**config.mk**
```make
export PLATFORM = sky130hd
export DESIGN_NAME = code_lock_ctrl
export DESIGN_NICKNAME = d
export VERILOG_FILES = /design/src/rtl/lock_pkg.sv /design/src/rtl/lock_timer.sv /design/src/rtl/code_lock_ctrl.sv
export SDC_FILE = /design/constraint.sdc
export NUM_CORES = 1
export LEC_CHECK = 0
export ABC_AREA = 1
export ABC_CLOCK_PERIOD_IN_PS = 1800
export CAP_MARGIN = 15
export CORE_ASPECT_RATIO = 0.9
export CORE_MARGIN = 8
export CORE_UTILIZATION = 54
export DETAILED_ROUTE_END_ITERATION = 10
export PLACE_DENSITY = 0.75
export SKIP_CTS_REPAIR_TIMING = 1
export SLEW_MARGIN = 10
export SYNTH_ARGS = -nofsm -noshare
export SYNTH_HDL_FRONTEND = slang
export SYNTH_SLANG_ARGS = --single-unit
```
**constraint.sdc**
```tcl
create_clock -name CLK -period 1.8 [get_ports CLK]
set_input_delay 0.36 -clock CLK [delete_from_list [all_inputs] [get_ports CLK]]
set_output_delay 0.36 -clock CLK [all_outputs]
set_load 0.01 [all_outputs]
```
**src/rtl/lock_pkg.sv**
```systemverilog
// rtl/lock_pkg.sv - shared state encoding, key codes and sizing helper for the code lock
package lock_pkg;

  typedef enum logic [2:0] {
    S_IDLE,
    S_ENTRY,
    S_CHECK,
    S_OPEN,
    S_PROG,
    S_LOCKOUT
  } state_e;

  localparam logic [3:0] KEY_STAR = 4'd10;
  localparam logic [3:0] KEY_HASH = 4'd11;

  // One timer serves both windows, so it is sized for the longer one (never below 1 bit).
  function automatic int timer_width(input int a, input int b);
    int m;
    int w;
    m = (a > b) ? a : b;
    w = $clog2(m);
    return (w < 1) ? 1 : w;
  endfunction

endpackage

```
**src/rtl/lock_timer.sv**
```systemverilog
// rtl/lock_timer.sv - loadable down-counter that parks at zero and flags expiry
module lock_timer #(
  parameter int W = 4
) (
  input  logic         clk,
  input  logic         rst_n,
  input  logic         load,
  input  logic [W-1:0] load_val,
  output logic [W-1:0] value,
  output logic         expired
);

  logic [W-1:0] cnt_q;
  logic [W-1:0] cnt_d;

  always_comb begin
    cnt_d = cnt_q;
    if (load) begin
      cnt_d = load_val;
    end else if (cnt_q != '0) begin
      cnt_d = cnt_q - 1'b1;
    end
  end

  always_ff @(posedge clk or negedge rst_n) begin
    if (!rst_n) begin
      cnt_q <= '0;
    end else begin
      cnt_q <= cnt_d;
    end
  end

  assign value   = cnt_q;
  assign expired = (cnt_q == '0);

endmodule

```
**src/rtl/code_lock_ctrl.sv**
```systemverilog
// rtl/code_lock_ctrl.sv - keypad code-lock sequencer: entry, compare, unlock window,
// failed-attempt lockout and code reprogramming
module code_lock_ctrl
  import lock_pkg::*;
#(
  parameter int                  CODE_LEN       = 4,
  parameter int                  MAX_TRIES      = 3,
  parameter int                  UNLOCK_CYCLES  = 1000,
  parameter int                  LOCKOUT_CYCLES = 10000,
  parameter logic [4*CODE_LEN-1:0] DEFAULT_CODE = 16'h1234
) (
  input  logic       CLK,
  input  logic       RST_N,
  input  logic [3:0] KEY_N,
  input  logic       KEY_V,
  output logic       UNLOCK,
  output logic       ALARM,
  output logic       PROG_MODE,
  output logic       ERR,
  output logic       DONE,
  output logic [3:0] FAIL_CNT
);

  localparam int BUF_W = 4 * CODE_LEN;
  localparam int TMR_W = timer_width(UNLOCK_CYCLES, LOCKOUT_CYCLES);

  state_e             state_q, state_d;
  logic               key_v_q;
  logic [BUF_W-1:0]   buf_q, buf_d;
  logic [3:0]         cnt_q, cnt_d;
  logic               ovf_q, ovf_d;
  logic [BUF_W-1:0]   code_q, code_d;
  logic [3:0]         fail_q, fail_d;
  logic               err_q, err_d;
  logic               done_q, done_d;
  logic               unlock_q, unlock_d;
  logic               alarm_q, alarm_d;
  logic               prog_q, prog_d;

  logic               press, is_digit, is_star, is_hash;
  logic               store, clear;
  logic               full_entry, match;
  logic [3:0]         fail_inc;
  logic               tmr_load;
  logic [TMR_W-1:0]   tmr_val;
  logic [TMR_W-1:0]   tmr_value;
  logic               tmr_expired;

  assign press    = KEY_V & ~key_v_q;
  assign is_digit = press & (KEY_N <= 4'd9);
  assign is_star  = press & (KEY_N == KEY_STAR);
  assign is_hash  = press & (KEY_N == KEY_HASH);

  assign full_entry = (cnt_q == 4'(CODE_LEN)) & ~ovf_q;
  assign match      = full_entry & (buf_q == code_q);
  assign fail_inc   = (fail_q >= 4'(MAX_TRIES)) ? 4'(MAX_TRIES) : fail_q + 4'd1;

  lock_timer #(.W(TMR_W)) u_timer (
    .clk      (CLK),
    .rst_n    (RST_N),
    .load     (tmr_load),
    .load_val (tmr_val),
    .value    (tmr_value),
    .expired  (tmr_expired)
  );

  always_comb begin
    state_d  = state_q;
    code_d   = code_q;
    fail_d   = fail_q;
    err_d    = 1'b0;
    done_d   = 1'b0;
    store    = 1'b0;
    clear    = 1'b0;
    tmr_load = 1'b0;
    tmr_val  = '0;

    case (state_q)
      S_IDLE: begin
        if (is_digit) begin
          store   = 1'b1;
          state_d = S_ENTRY;
        end
      end
      S_ENTRY: begin
        if (is_digit) begin
          store = 1'b1;
        end else if (is_star) begin
          clear   = 1'b1;
          state_d = S_IDLE;
        end else if (is_hash) begin
          state_d = S_CHECK;
        end
      end
      S_CHECK: begin
        clear = 1'b1;
        if (match) begin
          fail_d   = 4'd0;
          tmr_load = 1'b1;
          tmr_val  = TMR_W'(UNLOCK_CYCLES - 1);
          state_d  = S_OPEN;
        end else begin
          err_d  = 1'b1;
          fail_d = fail_inc;
          if (fail_inc == 4'(MAX_TRIES)) begin
            tmr_load = 1'b1;
            tmr_val  = TMR_W'(LOCKOUT_CYCLES - 1);
            state_d  = S_LOCKOUT;
          end else begin
            state_d = S_IDLE;
          end
        end
      end
      S_OPEN: begin
        // Expiry outranks a simultaneous keypress; the key is simply lost.
        if (tmr_expired || is_hash) begin
          state_d = S_IDLE;
        end else if (is_star) begin
          clear   = 1'b1;
          state_d = S_PROG;
        end
      end
      S_PROG: begin
        if (is_digit) begin
          store = 1'b1;
        end else if (is_hash) begin
          clear   = 1'b1;
          state_d = S_IDLE;
          if (full_entry) begin
            code_d = buf_q;
            done_d = 1'b1;
          end else begin
            err_d = 1'b1;
          end
        end else if (is_star) begin
          clear   = 1'b1;
          state_d = S_IDLE;
        end
      end
      S_LOCKOUT: begin
        if (tmr_expired) begin
          fail_d  = 4'd0;
          state_d = S_IDLE;
        end
      end
      default: state_d = S_IDLE;
    endcase
  end

  // Entry buffer: digits shift in from the right so digit 0 ends up in the MSBs.
  always_comb begin
    buf_d = buf_q;
    cnt_d = cnt_q;
    ovf_d = ovf_q;
    if (clear) begin
      buf_d = '0;
      cnt_d = 4'd0;
      ovf_d = 1'b0;
    end else if (store) begin
      if (cnt_q < 4'(CODE_LEN)) begin
        buf_d = (buf_q << 4) | BUF_W'(KEY_N);
        cnt_d = cnt_q + 4'd1;
      end else begin
        ovf_d = 1'b1;
      end
    end
  end

  always_comb begin
    unlock_d = (state_d == S_OPEN);
    alarm_d  = (state_d == S_LOCKOUT);
    prog_d   = (state_d == S_PROG);
  end

  always_ff @(posedge CLK or negedge RST_N) begin
    if (!RST_N) begin
      state_q  <= S_IDLE;
      key_v_q  <= 1'b0;
      buf_q    <= '0;
      cnt_q    <= 4'd0;
      ovf_q    <= 1'b0;
      code_q   <= DEFAULT_CODE;
      fail_q   <= 4'd0;
      err_q    <= 1'b0;
      done_q   <= 1'b0;
      unlock_q <= 1'b0;
      alarm_q  <= 1'b0;
      prog_q   <= 1'b0;
    end else begin
      state_q  <= state_d;
      key_v_q  <= KEY_V;
      buf_q    <= buf_d;
      cnt_q    <= cnt_d;
      ovf_q    <= ovf_d;
      code_q   <= code_d;
      fail_q   <= fail_d;
      err_q    <= err_d;
      done_q   <= done_d;
      unlock_q <= unlock_d;
      alarm_q  <= alarm_d;
      prog_q   <= prog_d;
    end
  end

  assign UNLOCK    = unlock_q;
  assign ALARM     = alarm_q;
  assign PROG_MODE = prog_q;
  assign ERR       = err_q;
  assign DONE      = done_q;
  assign FAIL_CNT  = fail_q;

endmodule

```
* Yosys cells after proc, flatten, opt, wreduce, memory -nomap -nowiden
Index checks and enable logic that the tools add are counted.
Widths: inputs -> output; s select.
** Word-level totals
- Bits in registers :: 64
- Output and inout bits :: 9
- Memories :: 0
- Input port bits :: 7
- ROM bits :: 0
- Memory bits (writable) :: 0
- Latch bits :: 0
** Cells by class
- Mux-type cells :: 51
- Multipliers :: 0
- Equal/unequal tests :: 15
- Shifts and indexed selects :: 0
- Bitwise operators :: 10
- Order comparisons :: 3
- Divide/modulo/power cells :: 0
- $add $sub $neg :: 3
- Reduce and logical (&&, ||, !) cells :: 13
** Operators by type and width (number)
- $mux 14 :: 5
- $mux 16 :: 3
- $mux 3 :: 12
- $mux 4 :: 6
- $mux 1 :: 21
- $pmux 3 s6 :: 1
- $eq 16x16->1 :: 1
- $or 16x4->16 :: 1
- $logic_not 14->1 :: 1
- $reduce_bool 14->1 :: 1
- $sub 14x1->14 const B :: 1
- $eq 3x3->1 const B :: 4
- $eq 3x2->1 const B :: 3
- $add 4x1->4 const B :: 2
- $eq 4x4->1 const B :: 2
- $pmux 4 s2 :: 1
- $reduce_bool 2->1 :: 4
- $and 1x1->1 :: 6
- $reduce_and 2->1 :: 3
- $eq 4x2->1 const B :: 1
- $eq 4x3->1 const B :: 1
- $ge 4x2->1 const B :: 1
- $le 4x4->1 const B :: 1
- $lt 4x3->1 const B :: 1
- other kinds (9) :: 12

* Logic depth before layout (Yosys ltp)
- Depth in word-level cells :: 9
- Mapped depth :: 14

* By module
Synthesis repeated with hierarchy kept, for this count alone.
** Second synthesis, totals
- Cells, all modules :: 518
- Area, all modules :: 3643.5 µm²
** Modules (own cells, without submodules)
- code_lock_ctrl :: times used 1, sequential area each 1257.5 µm², cells an instance 371, area each 2677.6 µm²
- lock_timer :: times used 1, sequential area each 350.3 µm², cells an instance 147, area each 965.9 µm²

* Worst setup path after synthesis
Ideal clock, no wire load.
- Kind :: register to register
- From :: register u_timer.cnt_q[0] (netlist: u_timer.value[0])
- To :: register alarm_q (netlist: ALARM)
- Buffers on the path :: 1
- Arrival :: 1.646 ns
- Slack :: 0.042 ns
- Setup time :: 0.111 ns
- Data required time :: 1.689 ns
- Cell stages (with the launch flop) :: 15
- Cell sequence :: dfrtp_1 -> inv_1 -> ha_1 -> nand3_2 -> nor2_4 -> inv_2 -> nor2_2 -> nand2_2 -> buf_6 -> nand2_2 -> nand2_2 -> nor2_4 -> nand2_4 -> nand2_2 -> inv_2
** On the way
- Longest elaborated chain between the ends :: 5
- Elaborated cells between the ends (all ways) :: 6
- Those cells by class :: 1 x eq/ne; 3 x mux; 2 x reduce/logical
** Ends and longest elaborated chain
- start, declared :: RTL line lock_timer.sv:13 : logic [W-1:0] cnt_q;
- start signal, assigned :: RTL line lock_timer.sv:29 : cnt_q <= cnt_d;
- $logic_not 14->1 (*) :: RTL line lock_timer.sv:34 : assign expired = (cnt_q == '0);
- $logic_or 1x1->1 :: RTL line code_lock_ctrl.sv:116 : if (tmr_expired || is_hash) begin
- $mux 3 :: RTL line code_lock_ctrl.sv:116
- $pmux 3 s6 (*) :: RTL line code_lock_ctrl.sv:78 : case (state_q)
- net state_d[0] :: RTL line code_lock_ctrl.sv:27 : state_e state_q, state_d;
- $eq 3x3->1 (*) :: RTL line code_lock_ctrl.sv:171 : alarm_d = (state_d == S_LOCKOUT);
- net alarm_d :: RTL line code_lock_ctrl.sv:37 : logic alarm_q, alarm_d;
- end signal, assigned :: RTL line code_lock_ctrl.sv:200 : alarm_q <= alarm_d;
- end, declared :: RTL line code_lock_ctrl.sv:37
The timed path passes the listed nets; every way through them passes the cells marked *.
A chain may end at the register's enable or synchronous reset.

* Worst setup path in the final report
- From :: register u_timer.cnt_q[1] (netlist: u_timer.value[1])
- To :: register prog_q (netlist: PROG_MODE)
** On the way
- Longest elaborated chain between the ends :: 5
- Elaborated cells between the ends (all ways) :: 6
- Those cells by class :: 1 x eq/ne; 3 x mux; 2 x reduce/logical
** Ends and longest elaborated chain
- $logic_not 14->1 (*) :: RTL line lock_timer.sv:34
- $logic_or 1x1->1 :: RTL line code_lock_ctrl.sv:116
- $mux 3 :: RTL line code_lock_ctrl.sv:116
- $pmux 3 s6 (*) :: RTL line code_lock_ctrl.sv:78
- net state_d[2] :: RTL line code_lock_ctrl.sv:27
- $eq 3x3->1 (*) :: RTL line code_lock_ctrl.sv:172 : prog_d = (state_d == S_PROG);
- net prog_d :: RTL line code_lock_ctrl.sv:38 : logic prog_q, prog_d;
- end signal, assigned :: RTL line code_lock_ctrl.sv:201 : prog_q <= prog_d;
- end, declared :: RTL line code_lock_ctrl.sv:38
Marks and branches as above.

==> results.json <==
{
  "hpwl_um": 5160,
  "register_area_um2": 1610,
  "period_needed_ps": 1740,
  "ff2ff_path_depth": 11,
  "htreeDepth": 3,
  "cts_root_buffer": "clkbuf_8",
  "hold_viol": 0,
  "cts_inserted_buffers": 9,
  "cp_cell_sequence": "inv_1 > ha_4 > nand3_2 > nor2_4 > inv_2 > nor2_4 > nand2_2 > a21boi_2 > nand3_2 > inv_1 > nor2_2",
  "vias": 2813,
  "syn_area_per_cell_um2": 8.26,
  "core_area_um2": 6150,
  "worstPathArrival_ps": 1980,
  "clkLatencyLatePin_ps": 340,
  "grt_util_all_layers_pct": 17.0,
  "leakage_nw": 1.98,
  "ys_warn_count": 0,
  "drc": 0,
  "die_y_um": 91.9,
  "synthToLayoutAreaGrowth_pct": 20.8,
  "first_global_vias": 2748,
  "fill_cells": 507,
  "antenna_left": 0,
  "powerDensity_nw_per_um2": 1370,
  "cp_slowest_cell": "dfrtp_1",
  "synth_nets": 430,
  "drt_iter0_markers": 119,
  "dr.pass1.iters": 4,
  "critical-path-top-delay-family": "simple AND/OR/NAND/NOR gates",
  "peakVddDrop_mv": 0.889,
  "max_stage_delay_ps": 380,
  "fin_ws_ps": 60.0,
  "synthCells": 419,
  "avgViaCountPerCell": 5.04,
  "grt_pass1_wl_um": 12700,
  "worstSetupPathType": "reg -> reg",
  "cp_max_fo": 4,
  "preCtsSetupSlack_ps": -224,
  "grt-ovfl-total": 0,
  "crit_required_ps": 2040,
  "hold_class": "in -> async",
  "clock_skew_ps": 8.11,
  "final_common_cell": "nand2_1",
  "status": "completed",
  "n_antenna_cell": 0,
  "clock.fmax_mhz": 575,
  "nNetsFinal": 477,
  "cts_sinks": 64,
  "worst_pin_slew_ps": 522,
  "drive_gt1_share_pct": 27.6,
  "seq_area_frac_synth_pct": 46.5,
  "yosys-top-cells-area": "dfrtp_1 (43%), nand2_1 (14%), a21oi_2 (4.8%)",
  "most-common-layout-cells": "nand2_1 (125), dfrtp_1 (57), inv_1 (38)",
  "clock_path_buffers": 2,
  "finalWirelength_um": 7360,
  "numPortBuffers": 15,
  "yosysTopAreaCell": "dfrtp_1",
  "finalSetupViolations": 0,
  "multiInputGateArea_um2": 1640,
  "worst_r2r_endpoint": "PROG_MODE",
  "drv_cap": 0,
  "dieArea_um2": 9230,
  "grt_antenna_before_repair": 0,
  "cts_tree": "yes",
  "yosys.area.top_type_share_pct": 42.7,
  "cp-start-kind": "register",
  "grt_max_degree": 52,
  "post-route-period-util_pct": 96.7,
  "start_util_pct": 56.3,
  "gp_congestion": 0.892,
  "timing.rr.start": "u_timer.value[1]",
  "rrSetupSlack_ps": 60,
  "endpoint_kind": "register",
  "routedWlPerCell_um": 13.2,
  "path_clk_slew_ps": 70,
  "synthDistinctLibCells": 39,
  "total_power_mw": 5.73,
  "synthesis.area_um2": 3460,
  "drv_slew": 0,
  "path_buf_inv": 3,
  "die_w_um": 100,
  "io_pins": 16,
  "synth_seq_cells": 64,
  "max_slew_margin_pct": 65.0,
  "rows": 27
}
==> worst max path at each step <==
| stage | start | endpoint | cells past startpoint |
|---|---|---|---|
| final | u_timer.value[1] | PROG_MODE | 11 |
| after global placement | KEY_N[3] | buf_q[1] | 9 |
| after detailed placement | KEY_V | code_q[0] | 12 |
| after CTS | u_timer.value[1] | buf_q[3] | 9 |
| after global routing | u_timer.value[1] | ALARM | 11 |
| after floorplan | u_timer.value[0] | ALARM | 14 |
==> synthesized netlist by cell type, drive strengths merged <==
library cell / count
xor2: 7
buf: 6
nand2: 138
inv: 56
nor3b: 1
or2: 2
nand3b: 1
a31o: 2
a21oi: 21
o22ai: 1
o21ai: 18
nor3: 11
dfrtp: 59
nand3: 24
xnor2: 6
ha: 4
o31ai: 1
o211ai: 2
nand4: 5
o2111ai: 1
clkbuf: 1
clkinv: 3
dfstp: 5
nor2: 43
a21boi: 1
==> report_power, final <==
part	switching [mW]	internal [mW]
Combinational	1.22	0.909
Sequential	0.441	1.86
Clock	0.522	0.777
Total	2.19	3.54
==> logic make-up (layout without fill, tap and decap cells) <==
logic type,count (synthesis),in the layout,share of synthesized area [%]
xor gates and xnor gates,13,13,3.29
DFF,64,64,46.5
buffers and inverters,66,118,8.39
adders and majority gates,4,4,1.45
and+or+nand+nor,225,225,30.7
AOI/OAI and AO/OA,47,47,9.69
==> routing by layer <==
layer | routed length, um | GRT usage (%) | up-vias
met5 | 0 | 0 | -
met3 | 389 | 4.98 | 9
met1 | 3450 | 22.6 | 1339
met2 | 3450 | 26.1 | 54
met4 | 75 | 5.28 | 0
li1 | - | - | 1411
==> metrics by stage <==
| step | setup TNS [ps] | instances | hold slack, ps | area, um2 | util [%] |
|---|---|---|---|---|---|
| finish | 0 | 558 | 460 | 4180 | 68.0 |
| global route | -36.9 | 558 | 471 | 4180 | 68.0 |
| floorplan | 0 | 419 | 64.4 | 3460 | - |
| detailed placement | -7670 | 535 | 287 | 3830 | 62.3 |
| global placement | -5100 | 535 | 283 | 3830 | 62.3 |
| CTS | -1210 | 551 | -76.7 | 4040 | 65.7 |
==> worst reg2reg max path, cell delays in order (launching register included) <==
cell,delay [ps]
dfrtp_1,380
inv_1,100
ha_4,150
nand3_2,110
nor2_4,190
inv_2,70
nor2_4,90
nand2_2,90
a21boi_2,190
nand3_2,130
inv_1,90
nor2_2,40
==> cell type report <==
class,instances,area share (%)
flip-flops and latches,64,38.5
well taps,87,2.60
inverters,59,5.39
clock inverters,4,1.68
clock buffers,12,3.23
multi-input cells,289,39.2
repair buffers,43,9.34
==> flip-flops by register name, summed over array words and instances, names as in the netlist <==
signal	cells
FAIL_CNT	4
UNLOCK	1
buf_q	16
state_q	3
PROG_MODE	1
u_timer.value	14
DONE	1
cnt_q	4
code_q	16
key_v_q	1
ALARM	1
ERR	1
ovf_q	1
Note: power is estimated with default switching activity, not from simulation.
==> variant 1, RTL diff (same settings) <==
Register the inputs `KEY_N` and `KEY_V` before use, without a reset. The logic sees them one clock later.
--- a/src/rtl/code_lock_ctrl.sv
+++ b/src/rtl/code_lock_ctrl.sv
@@ -26,2 +26,10 @@
 
+  logic [3:0] KEY_N_q;
+  logic KEY_V_q;
+
+  always_ff @(posedge CLK) begin
+    KEY_N_q <= KEY_N;
+    KEY_V_q <= KEY_V;
+  end
+
   state_e             state_q, state_d;
@@ -48,6 +56,6 @@
 
-  assign press    = KEY_V & ~key_v_q;
-  assign is_digit = press & (KEY_N <= 4'd9);
-  assign is_star  = press & (KEY_N == KEY_STAR);
-  assign is_hash  = press & (KEY_N == KEY_HASH);
+  assign press    = KEY_V_q & ~key_v_q;
+  assign is_digit = press & (KEY_N_q <= 4'd9);
+  assign is_star  = press & (KEY_N_q == KEY_STAR);
+  assign is_hash  = press & (KEY_N_q == KEY_HASH);
 
@@ -160,3 +168,3 @@
       if (cnt_q < 4'(CODE_LEN)) begin
-        buf_d = (buf_q << 4) | BUF_W'(KEY_N);
+        buf_d = (buf_q << 4) | BUF_W'(KEY_N_q);
         cnt_d = cnt_q + 4'd1;
@@ -190,3 +198,3 @@
       state_q  <= state_d;
-      key_v_q  <= KEY_V;
+      key_v_q  <= KEY_V_q;
       buf_q    <= buf_d;
Formal check against the unedited RTL: not equivalent (Yosys sat finds a counterexample within 10 cycles, from zero or initial values and one cycle with RST_N low).
==> variant 1 against the original RTL <==
- sequential cell count rose by 5
- wire length fell by 4.6%
- design area fell by 0.66%
- area after synthesis rose by 2.2%
- setup slack improved by 0.0044 ns
- global-route usage fell by 0.50 points
- total power rose by 9.5%
- via count fell by 4.6%
- clock power rose by 9%
- highest routed layer unchanged
==> variant 1: results (changes against the original RTL) <==
CP max FO 6 (+2); largest net degree at the start of global routing 30 (-42%); number of distinct library cells after synthesis 40 (+2.6%); hold crit path type register to register; largest cells by area after synthesis dfrtp_1, nand2_1, a21oi_2; Skew-Pair Late Insertion Delay 0.35 ns; first-pass GRT wire length 12040 um (-5.0%); Final WS setup 0.06439 ns (+0.004421 ns); dpl cell area 0.003839 mm^2 (+0.16%); # fillers 533 (+5.1%); RePlAce Congestion 0.8688 (-2.6%); DP Worst Slack -0.03512 ns (+0.1885 ns); Synth Area in Compound Gates 0.08843 (-0.008458); commonest cells in the netlist nand2_1, dfrtp_1, inv_1; XOR/XNOR Fraction of Synth Area 0.03714 (+0.004242); clock skew 0.004957 ns (-0.003157 ns); DR iter-0 viols 175 (+47%); post-synthesis sequential area ratio 0.4828 (+0.01827); initial antenna violation count 0 (unchanged); fin nets 465 (-2.5%); cell depth of the worst flop-to-flop path 11 (unchanged); hpwl dp 4976 um (-3.6%); Net Sw Frac 0.3866 (+0.005132); DRT Wirelength 7024 um (-4.6%); via count 2685 (-4.6%); GRT Overall Usage 0.1651 (-0.005023); multiplexer area fraction after synthesis 0 (unchanged); proportion of layout cells with a drive suffix above 1 0.2397 (-0.03636); slowest stage delay, CP 0.40 ns (+0.02 ns); Relative slew margins 0.6657 (+0.01617); P_leak 1.968 nW (-0.58%); vias in the first global route 2591 (-5.7%); async set-reset flop share out of synthesis 0.9275 (-0.07246); status finished, final reports clean; Max VDD drop 0.7564 mV (-15%); adder-cell share of the synthesized area 0.01415 (-0.0003120)
-- variant 1: path summary, 6_finish.rpt --
check / startpoint / to
setup / recovery: cnt_q[0] / PROG_MODE
hold / removal: KEY_V_q / key_v_q
setup reg to reg: cnt_q[0] / PROG_MODE
hold reg to reg: KEY_V_q / key_v_q
max in group asynchronous: RST_N / code_q[2]
min in group asynchronous: RST_N / DONE
-- variant 1: cells by family after synthesis --
kind of cell	Yosys count
compound gates	45
xor+xnor	15
fa+ha+maj	4
simple gates	223
flops	69
buf+inv	63
-- variant 1: critical path, delay by kind of cell (launching register included) --
family	cells	cell delay [ns]
flops	1	0.40
fa+ha+maj	1	0.15
buf+inv	2	0.12
simple gates	8	0.94
-- variant 1: through the flow --
step                      hold slack, ns  instances
after floorplan                  0.06441        419
after global placement            0.3567        528
after detailed placement          0.3592        528
after CTS                       -0.02969        544
after global routing              0.3974        549
final                             0.3796        549
-- variant 1: power by group through the flow --
stage | clock [mW] | combinational, mW | sequential, mW
3_5_place_dp | 0 | 2.26 | 2.45
4_1_cts | 1.46 | 2.28 | 2.43
2_1_floorplan | 0 | 1.77 | 2.37
3_3_place_gp | 0 | 2.21 | 2.44
6_report | 1.42 | 2.41 | 2.44
5_1_grt | 1.53 | 2.71 | 2.50
-- variant 1: per-layer routing --
layer  part of all wire  GRT usage  up-vias
li1                   -          -     1380
met4              0.018    0.07063        0
met5                  0          0        -
met1               0.50     0.2227     1244
met3              0.040    0.04948        9
met2               0.45     0.2393       52
-- variant 1: layout make-up --
| type | count | area, um^2 | area share |
|---|---|---|---|
| flip-flops and latches | 69 | 1708 | 0.4113 |
| multi-input cells | 287 | 1600 | 0.3854 |
| repair buffers | 30 | 289.0 | 0.06960 |
| inverters | 57 | 217.7 | 0.05243 |
| clock buffers | 12 | 155.1 | 0.03736 |
| well taps | 90 | 112.6 | 0.02712 |
| clock inverters | 4 | 70.07 | 0.01687 |
==> variant 2, RTL diff (config.mk and constraints unchanged) <==
Made on the original files. Change the parameter `UNLOCK_CYCLES` from 1000 to 250.
--- a/src/rtl/code_lock_ctrl.sv
+++ b/src/rtl/code_lock_ctrl.sv
@@ -7,3 +7,3 @@
   parameter int                  MAX_TRIES      = 3,
-  parameter int                  UNLOCK_CYCLES  = 1000,
+  parameter int                  UNLOCK_CYCLES  = 250,
   parameter int                  LOCKOUT_CYCLES = 10000,
Check against the original RTL: same outputs for any inputs over 10 cycles, from zero or initial values and one cycle with RST_N low; that may be too few to reach the edited logic, so the function may still have changed.
==> variant 2 against the original RTL <==
- the run now ends with hold timing left
- non-clock buffer count rose by 13
- total power fell by 11%
- design area rose by 1.9%
- cell count rose by 1.1%
- wire length rose by 7.1%
- setup slack got worse by 0.033 ns
- sequential cell count did not move
- area after synthesis fell by 3.5%
- critical endpoint is now u_timer.value[12]
- largest cell class unchanged
==> variant 2: results (changes against the original RTL) <==
number of distinct library cells after synthesis 35 (-10%); syn_area_per_cell 7.836 um^2 (-5.1%); post-synthesis sequential area ratio 0.4816 (+0.01706); Max VDD drop 0.7000 mV (-21%); status complete, but fails checks; P_leak 2.173 nW (+9.7%); Hold Fails Final Rpt 2 (+2); Net Count, Synth 437 (+1.6%); #MultiIn Comb 291 (+0.69%); worst r2r src code_q[5]; CLK BUF 15 (+3); inverters 65 (+10%); largest net degree at the start of global routing 65 (+25%); multi-input logic area 0.001619 mm^2 (-1.3%); clock skew 0.006458 ns (-0.001655 ns); met1 GRT Util 0.2234 (-0.002157); failing checks hold timing; Signal buf overhead 0.1198 (+0.02640); # fillers 471 (-7.1%); Initial DRT Pass Iterations 5 (+1); FF-to-FF setup slack 0.03 ns (-0.03 ns); DP Worst Slack -0.2620 ns (-0.03836 ns); Avg WL per Cell 13.98 um (+6.0%); Min Hold Slack -0.002147 ns (-0.4619 ns); cell depth of the worst flop-to-flop path 10 (-1); via count 2940 (+4.5%); Worst-Margin Slew 0.4816 ns (-0.04010 ns); CP max FO 5 (+1); commonest cells in the netlist nand2_1, dfrtp_1, inv_1; RePlAce Congestion 0.8706 (-2.4%); reg2reg end u_timer.value[12]; vias in the first global route 2772 (+0.87%); grt met2 use 0.2604 (-0.0009713); sequential cell area share 0.3779 (-0.007352); Crit-path slowest cell dfstp_2
[variant 2: cell count changes after synthesis, sizes merged, moves of 2 or more]
cell and change:
inv +8, nand2 +7, nor2 -3, o21ai -3, clkinv -2, nand3 +2, nand3b +2, nor3 -2
nor4 +2, o211ai -2, o21a +2
[variant 2: report_power, final]
group          leakage, nW  switching [mW]  internal (mW)  total, mW
clock network       0.0919           0.512          0.681       1.19
logic                 1.29            1.02          0.819       1.84
registers            0.795           0.299           1.78       2.08
total                 2.17            1.83           3.28       5.11
[variant 2: metrics by stage]
| stage | area [um^2] | TNS [ns] | utilization |
|---|---|---|---|
| 6_report | 4262 | 0 | 0.7047 |
| 5_1_grt | 4262 | -0.6363 | 0.7047 |
| 4_1_cts | 3985 | -2.253 | 0.6590 |
| 3_5_place_dp | 3799 | -10.42 | 0.6282 |
| 3_3_place_gp | 3799 | -8.452 | 0.6282 |
| 2_1_floorplan | 3338 | 0 | - |
[variant 2: worst max-delay path by stage]
stage / startpoint / end / slack, ns / cells after the start
floorplan: cnt_q[0] / u_timer.value[1] / 0.11 / 11
global placement: KEY_V / code_q[10] / -0.22 / 11
detailed placement: KEY_V / code_q[6] / -0.26 / 11
CTS: cnt_q[0] / u_timer.value[8] / -0.19 / 10
global route: KEY_N[2] / state_q[1] / -0.06 / 10
finish: code_q[5] / u_timer.value[12] / 0.03 / 10
[variant 2: cell families after synthesis]
group	after synthesis	synth area share
xor gates and xnor gates	13	0.03411
and+or+nand+nor	230	0.3085
DFF	64	0.4816
AOI/OAI and AO/OA	43	0.07309
adders and majority gates	4	0.01499
buffers and inverters	72	0.08771
[variant 2: per-layer routing]
layer / vias up / wire length [um]
met5: - / 0
met4: 0 / 118
met3: 11 / 444
met2: 73 / 3772
met1: 1407 / 3549
li1: 1449 / -
